$ cat src/rtl/bcd_fraction_entry.sv
// -----------------------------------------------------------------------------
// bcd_fraction_entry
//
// Operator front end for the CORDIC demo. It debounces the five board
// buttons and lets the user edit a 4-digit decimal fraction d3.d2d1d0
// (0.000-9.999). On a center press it converts the entry to a Q.FRAC_BITS
// fixed-point value with round-to-nearest:
//   value_out = floor((N * 2^FRAC_BITS + 500) / 1000),  N = d3d2d1d0.
//
// Optional feature macro: ENTRY_SIGN_EN
//   defined   : btn_down toggles sign_out; a negative entry converts to the
//               two's complement of the magnitude.
//   undefined : btn_down decrements the selected digit (0 wraps to 9) and
//               sign_out is tied low. The port list is the same in both builds.
//
// Ports
//   clk, rst              clock, synchronous active-high reset
//   btn_left/right/up/down/center   raw asynchronous buttons, active-high
//   entry_en              permission to edit / start a conversion
//   digits[15:0]          BCD echo {d3,d2,d1,d0}
//   cursor[3:0]           one-hot selected digit, 4'b1000 = d3
//   sign_out              entered sign (1 = negative)
//   value_out[31:0]       converted value, held until the next conversion
//   value_valid           one-cycle pulse when value_out updates
//   busy                  conversion in progress
// -----------------------------------------------------------------------------
module bcd_fraction_entry #(
    parameter int unsigned DB_BITS         = 21,
    parameter int unsigned DEBOUNCE_CYCLES = 1600000,
    parameter int unsigned FRAC_BITS       = 14
) (
    input  logic        clk,
    input  logic        rst,
    input  logic        btn_left,
    input  logic        btn_right,
    input  logic        btn_up,
    input  logic        btn_down,
    input  logic        btn_center,
    input  logic        entry_en,
    output logic [15:0] digits,
    output logic [3:0]  cursor,
    output logic        sign_out,
    output logic [31:0] value_out,
    output logic        value_valid,
    output logic        busy
);

    // ------------------------------------------------------------------
    // Sizes and constants
    // ------------------------------------------------------------------
    localparam int unsigned NUM_BTN  = 5;
    localparam int unsigned ACC_W    = 14;                  // holds 9999
    localparam int unsigned P_W      = ACC_W + FRAC_BITS;   // dividend width
    localparam int unsigned REM_W    = 10;                  // remainder < 1000
    localparam int unsigned RSH_W    = REM_W + 1;           // shifted remainder
    localparam int unsigned STEP_W   = $clog2(P_W + 1);
    localparam int unsigned DIV_DEN  = 1000;
    localparam int unsigned ROUND_HALF = 500;

    localparam logic [DB_BITS-1:0] DB_LAST   = DB_BITS'(DEBOUNCE_CYCLES - 1);
    localparam logic [STEP_W-1:0]  ACC_LAST  = STEP_W'(3);
    localparam logic [STEP_W-1:0]  DIV_LAST  = STEP_W'(P_W - 1);
    localparam logic [RSH_W-1:0]   DEN_RSH   = RSH_W'(DIV_DEN);

    // Button vector indices
    localparam int unsigned B_LEFT   = 0;
    localparam int unsigned B_RIGHT  = 1;
    localparam int unsigned B_UP     = 2;
    localparam int unsigned B_DOWN   = 3;
    localparam int unsigned B_CENTER = 4;

    typedef enum logic [1:0] {
        S_IDLE = 2'd0,
        S_ACC  = 2'd1,
        S_DIV  = 2'd2,
        S_DONE = 2'd3
    } state_t;

    // ------------------------------------------------------------------
    // Button synchronizers and debouncers
    // ------------------------------------------------------------------
    logic [NUM_BTN-1:0] btn_raw;
    logic [NUM_BTN-1:0] sync1_q;
    logic [NUM_BTN-1:0] sync2_q;
    logic [NUM_BTN-1:0] level_q;
    logic [NUM_BTN-1:0] press_q;
    logic [DB_BITS-1:0] db_cnt_q [NUM_BTN];

    assign btn_raw = {btn_center, btn_down, btn_up, btn_right, btn_left};

    // A level is accepted only after it has differed from the accepted level
    // for DEBOUNCE_CYCLES consecutive cycles; accepting a 1 emits the press.
    always_ff @(posedge clk) begin
        if (rst) begin
            sync1_q <= '0;
            sync2_q <= '0;
            level_q <= '0;
            press_q <= '0;
            for (int unsigned i = 0; i < NUM_BTN; i++) begin
                db_cnt_q[i] <= '0;
            end
        end else begin
            sync1_q <= btn_raw;
            sync2_q <= sync1_q;
            press_q <= '0;
            for (int unsigned i = 0; i < NUM_BTN; i++) begin
                if (sync2_q[i] == level_q[i]) begin
                    db_cnt_q[i] <= '0;
                end else if (db_cnt_q[i] == DB_LAST) begin
                    level_q[i]  <= sync2_q[i];
                    press_q[i]  <= sync2_q[i];
                    db_cnt_q[i] <= '0;
                end else begin
                    db_cnt_q[i] <= db_cnt_q[i] + DB_BITS'(1);
                end
            end
        end
    end

    // ------------------------------------------------------------------
    // Editing helpers
    // ------------------------------------------------------------------
    function automatic logic [3:0] bcd_inc(input logic [3:0] d);
        return (d >= 4'd9) ? 4'd0 : d + 4'd1;
    endfunction

    function automatic logic [3:0] bcd_dec(input logic [3:0] d);
        return (d == 4'd0) ? 4'd9 : d - 4'd1;
    endfunction

    // Main state and datapath registers
    state_t             state_q;
    logic [15:0]        digits_q;
    logic [3:0]         cursor_q;
    logic [31:0]        value_q;
    logic               valid_q;
    logic               busy_q;
    logic [STEP_W-1:0]  step_q;
    logic [ACC_W-1:0]   n_q;
    logic [P_W-1:0]     p_q;
    logic [REM_W-1:0]   rem_q;
`ifdef ENTRY_SIGN_EN
    logic               sign_q;
`endif

    logic [15:0] digits_up_d;
    logic [15:0] digits_dn_d;

    // Candidate digit vectors for an up/down press on the selected digit
    always_comb begin
        digits_up_d = digits_q;
        digits_dn_d = digits_q;
        for (int unsigned k = 0; k < 4; k++) begin
            if (cursor_q[k]) begin
                digits_up_d[4*k +: 4] = bcd_inc(digits_q[4*k +: 4]);
                digits_dn_d[4*k +: 4] = bcd_dec(digits_q[4*k +: 4]);
            end
        end
    end

    // ------------------------------------------------------------------
    // Conversion datapath
    // ------------------------------------------------------------------
    logic [3:0]       acc_digit;
    logic [ACC_W-1:0] n_d;
    logic [P_W-1:0]   p_load;
    logic [RSH_W-1:0] rem_shift;
    logic             rem_ge;
    logic [REM_W-1:0] rem_d;
    logic [P_W-1:0]   p_shift;
    logic [31:0]      mag;
    logic [31:0]      result;

    // Digits are accumulated most significant first
    always_comb begin
        acc_digit = digits_q[3:0];
        case (step_q[1:0])
            2'd0:    acc_digit = digits_q[15:12];
            2'd1:    acc_digit = digits_q[11:8];
            2'd2:    acc_digit = digits_q[7:4];
            default: acc_digit = digits_q[3:0];
        endcase
    end

    assign n_d    = ACC_W'(n_q * ACC_W'(10)) + ACC_W'(acc_digit);
    assign p_load = {n_d, {FRAC_BITS{1'b0}}} + P_W'(ROUND_HALF);

    // One restoring-division step: the dividend shifts out of the top of p_q
    // while quotient bits shift into the bottom, so p_q ends as the quotient.
    assign rem_shift = {rem_q, p_q[P_W-1]};
    assign rem_ge    = (rem_shift >= DEN_RSH);
    assign rem_d     = rem_ge ? REM_W'(rem_shift - DEN_RSH) : REM_W'(rem_shift);
    assign p_shift   = {p_q[P_W-2:0], rem_ge};
    assign mag       = 32'(p_shift);

`ifdef ENTRY_SIGN_EN
    assign result = sign_q ? (32'd0 - mag) : mag;
`else
    assign result = mag;
`endif

    // ------------------------------------------------------------------
    // Control FSM with registered outputs
    // ------------------------------------------------------------------
    always_ff @(posedge clk) begin
        if (rst) begin
            state_q  <= S_IDLE;
            digits_q <= '0;
            cursor_q <= 4'b1000;
            value_q  <= '0;
            valid_q  <= 1'b0;
            busy_q   <= 1'b0;
            step_q   <= '0;
            n_q      <= '0;
            p_q      <= '0;
            rem_q    <= '0;
`ifdef ENTRY_SIGN_EN
            sign_q   <= 1'b0;
`endif
        end else begin
            valid_q <= 1'b0;
            case (state_q)
                S_IDLE: begin
                    // One action per cycle, center has highest priority
                    if (entry_en) begin
                        if (press_q[B_CENTER]) begin
                            state_q <= S_ACC;
                            busy_q  <= 1'b1;
                            step_q  <= '0;
                            n_q     <= '0;
                        end else if (press_q[B_UP]) begin
                            digits_q <= digits_up_d;
                        end else if (press_q[B_DOWN]) begin
`ifdef ENTRY_SIGN_EN
                            sign_q <= ~sign_q;
`else
                            digits_q <= digits_dn_d;
`endif
                        end else if (press_q[B_LEFT]) begin
                            cursor_q <= {cursor_q[2:0], cursor_q[3]};
                        end else if (press_q[B_RIGHT]) begin
                            cursor_q <= {cursor_q[0], cursor_q[3:1]};
                        end
                    end
                end

                S_ACC: begin
                    n_q    <= n_d;
                    step_q <= step_q + STEP_W'(1);
                    if (step_q == ACC_LAST) begin
                        p_q     <= p_load;
                        rem_q   <= '0;
                        step_q  <= '0;
                        state_q <= S_DIV;
                    end
                end

                S_DIV: begin
                    p_q    <= p_shift;
                    rem_q  <= rem_d;
                    step_q <= step_q + STEP_W'(1);
                    if (step_q == DIV_LAST) begin
                        value_q <= result;
                        valid_q <= 1'b1;
                        step_q  <= '0;
                        state_q <= S_DONE;
                    end
                end

                S_DONE: begin
                    busy_q  <= 1'b0;
                    state_q <= S_IDLE;
                end

                default: begin
                    busy_q  <= 1'b0;
                    state_q <= S_IDLE;
                end
            endcase
        end
    end

    // ------------------------------------------------------------------
    // Outputs
    // ------------------------------------------------------------------
    assign digits      = digits_q;
    assign cursor      = cursor_q;
    assign value_out   = value_q;
    assign value_valid = valid_q;
    assign busy        = busy_q;
`ifdef ENTRY_SIGN_EN
    assign sign_out    = sign_q;
`else
    assign sign_out    = 1'b0;
`endif

endmodule

$ cat config.mk
export PLATFORM = sky130hd
export DESIGN_NAME = bcd_fraction_entry
export DESIGN_NICKNAME = d
export VERILOG_FILES = /design/src/rtl/bcd_fraction_entry.sv
export SDC_FILE = /design/constraint.sdc
export NUM_CORES = 1
export LEC_CHECK = 0
export ABC_AREA = 1
export CORE_MARGIN = 2
export CORE_UTILIZATION = 60
export DETAILED_ROUTE_END_ITERATION = 12
export GPL_ROUTABILITY_DRIVEN = 0
export PLACE_DENSITY_LB_ADDON = 0.2
export SYNTH_ARGS = -nofsm -noshare
export SYNTH_HDL_FRONTEND = slang
export SYNTH_SLANG_ARGS = --single-unit
$ cat constraint.sdc
create_clock -name clk -period 3.42 [get_ports clk]
set_input_delay 1.026 -clock clk [delete_from_list [all_inputs] [get_ports clk]]
set_output_delay 1.026 -clock clk [all_outputs]
set_load 0.05 [all_outputs]
==> impl_metrics.ini <==
[outcome]
status = completed

[clock_network]
cts_buffers = 26
cts_buffer_depth = 3
clock_latency_ns = 0.53
cts_tree = done
htreeDepth = 1
ctsRootBufferMaster = clkbuf_16
clock_sinks = 233
hold_buffers = 0
cts.clk_slew.worst_paths_ns = 0.06
cts_resized = 0
cts_setup_buffers = 0

[detailed_routing]
vias_per_cell = 5.24
drt-total-wl_um = 26000
num_vias = 10700
firstDrtPassIters = 5
drt_iter0_drc = 549
wire_per_inst_um = 12.7
drc = 0
ant_nets = 0

[pwr]
power_uw = 6870
p_leak_uw = 0.00611
vdd_drop_max_uv = 434
powerDensity_nw_per_um2 = 465

[placement]
port_buffers = 57
dp_hpwl_um = 18200

[global_routing]
antenna_found_initial = 0
first_global_vias = 10100
grt_pass1_wl_um = 44100
grt_usage_pct = 23.4
grt_max_degree = 62
grt_overflow = 0

[critical_path]
critPathCaptureType = output port
cp_max_fo = 9
crit_chain = clkdlybuf4s50_1
cpPeakStageDelay_ns = 0.87
cp.required_ns = 2.39
slowest_stage = clkdlybuf4s50_1
worst-setup-path-type = reg2out
startpoint_type = flop
rr_worst_depth = 18
path_delay_family = buffers and inverters
critical_path_cell_count = 1
critPathBufInv = 1
arrival_ns = 1.93

[floorplanning]
ios = 63
dieHeight_um = 149
die_w_um = 149
initial_core_util_pct = 60.6
coreArea_um2 = 20800
die_area_um2 = 22200
fp-row-count = 53

[layout]
fin_nets = 1805
drive_above_1_share_pct = 6.90
area_growth_pct = 17.1
diodes = 0
fillers = 1708

[sta]
finalClockSkew_ns = 0.0115
rsz0062_at_grt = false
finalCritPeriodShare_pct = 86.3
tns_ns = 0
hold_viol_final = 0
relSlewSlack_pct = 51.5
finalSetupViolCount = 0
fin_crit_ns = 2.95
report.final.slew_viol_count = 0
maxClockFrequency_mhz = 339
worst-slew-pin-transition_ns = 0.726

[synthesis]
async_flop_share_pct = 0
synth.avg_cell_area_um2 = 7.95
ys.flop_type = dfxtp_1
ys_seq_area_share_pct = 45.3
yosysUniqueCellTypes = 51
ys_seq_elements = 233
yosys_warnings = 0
synth_edf_count = 105
syn_inst = 1587
syn-cell-area_um2 = 12600

[worst_hold_path]
hold-path-cell-count = 2
hold_class = reg2reg

[flow_run]
max_cap_viol_count = 0
kinds of logic after synthesis:
group                      count (synthesis)  synth area share (%)
and+or+nand+nor                          710                  25.9
AOI/OAI and AO/OA                        305                  13.4
buffers and inverters                    251                  7.74
DFF                                      233                  45.3
adders and majority gates                 50                  5.08
xor gates and xnor gates                  36                  2.50
other                                      2                0.0595
power breakdown:
group | internal (µW) | switching [µW]
logic | 174 | 431
clock network | 2000 | 1120
registers | 3040 | 103
total | 5220 | 1650
routing by layer:
metal  vias to the layer above  global-route usage (%)  share of wire, %
li1                       5541                       -                 -
met1                      4912                    30.5                46
met2                       207                    41.1                48
met3                        39                    2.87               4.3
met4                         0                    6.38               1.8
met5                         -                       0                 0
synthesized netlist by cell type, types with 2 or more instances:
library cell / number / area (µm²)
nand3_2: 8 / 80.1
a221oi_1: 4 / 35.0
o22ai_1: 3 / 18.8
o21ai_1: 2 / 10.0
nor4_2: 4 / 50.1
nor3_2: 8 / 80.1
clkbuf_1: 27 / 101
o211ai_1: 18 / 135
nand2_1: 299 / 1120
nand3_1: 88 / 440
inv_1: 200 / 751
buf_1: 2 / 7.51
edfxtp_1: 105 / 3150
fa_1: 2 / 40.0
nor3b_2: 5 / 62.6
xor2_1: 23 / 201
buf_2: 10 / 50.1
nor3_1: 47 / 235
or2_1: 2 / 12.5
a21oi_1: 144 / 721
buf_4: 6 / 45.0
a211oi_1: 8 / 60.1
nor4_1: 9 / 56.3
nor2_2: 15 / 93.8
nor2_1: 172 / 646
o21bai_1: 3 / 22.5
nand2_2: 8 / 50.1
xnor2_1: 13 / 114
or2_0: 2 / 12.5
nor3b_1: 6 / 45.0
o21ai_0: 93 / 465
o21a_1: 9 / 67.6
o31ai_1: 4 / 30.0
inv_2: 5 / 18.8
nor2_4: 6 / 67.6
a31oi_1: 13 / 81.3
ha_1: 48 / 601
nand4_1: 19 / 119
conb_1: 2 / 7.51
dfxtp_1: 128 / 2560
o221a_2: 2 / 22.5
or2_2: 6 / 37.5
path summary, 6_finish.rpt:
kind	from	endpoint	slack, ns
min	sync1_q[0]	sync2_q[0]	0.42
max	digits[8]	digits[8]	0.47
min reg2reg	sync1_q[0]	sync2_q[0]	0.42
max reg2reg	step_q[0]	p_q[26]	0.56
stage by stage:
step           cell area (µm²)  hold slack (ns)  util (%)  std cells  setup WS, ns
2_1_floorplan            13000            0.388         -       1695         0.793
3_3_place_gp             13800            0.399      66.4       1994         0.698
3_5_place_dp             13800            0.401      66.4       1994         0.647
4_1_cts                  14800            0.416      71.0       2042         0.448
5_1_grt                  14800            0.444      71.0       2042         0.263
6_report                 14800            0.416      71.0       2042         0.468
sequential cells by signal, summed over array words and instances (netlist names):
register and count:
n_q 13, level_q 5, digits 16, state_q 2, rem_q 10, value_out 28, sync2_q 5, db_cnt_q 105
value_valid 1, step_q 5, cursor 4, press_q 5, p_q 28, busy 1, sync1_q 5
cell usage in the layout (no fill, tap or decap), types with 8 or more instances in the layout:
cell               n
nor2_2            15
buf_4             12
conb_1           110
nand3_1           88
o211ai_1          18
nand2_2            8
xnor2_1           13
nand3_2            8
nand2_1          299
nor4_1             9
edfxtp_1         105
clkdlybuf4s50_1   56
nor3_1            47
a211oi_1           8
inv_1            199
o21a_1             9
ha_1              48
nor3_2             8
nor2_1           172
nand4_1           19
a31oi_1           13
xor2_1            23
dfxtp_1          128
clkbuf_16         27
a21oi_1          144
o21ai_0           93
area by class of cell:
cell class	instances	area, µm²	share of cell area (%)
multi-input combinational	1211	6330	42.8
tap	275	344	2.33
clock buffer	33	718	4.86
clock inverter	15	244	1.65
timing repair buffer	69	656	4.44
sequential	233	5720	38.7
inverter	206	773	5.23
No activity file was read; power rests on OpenSTA's default activity.
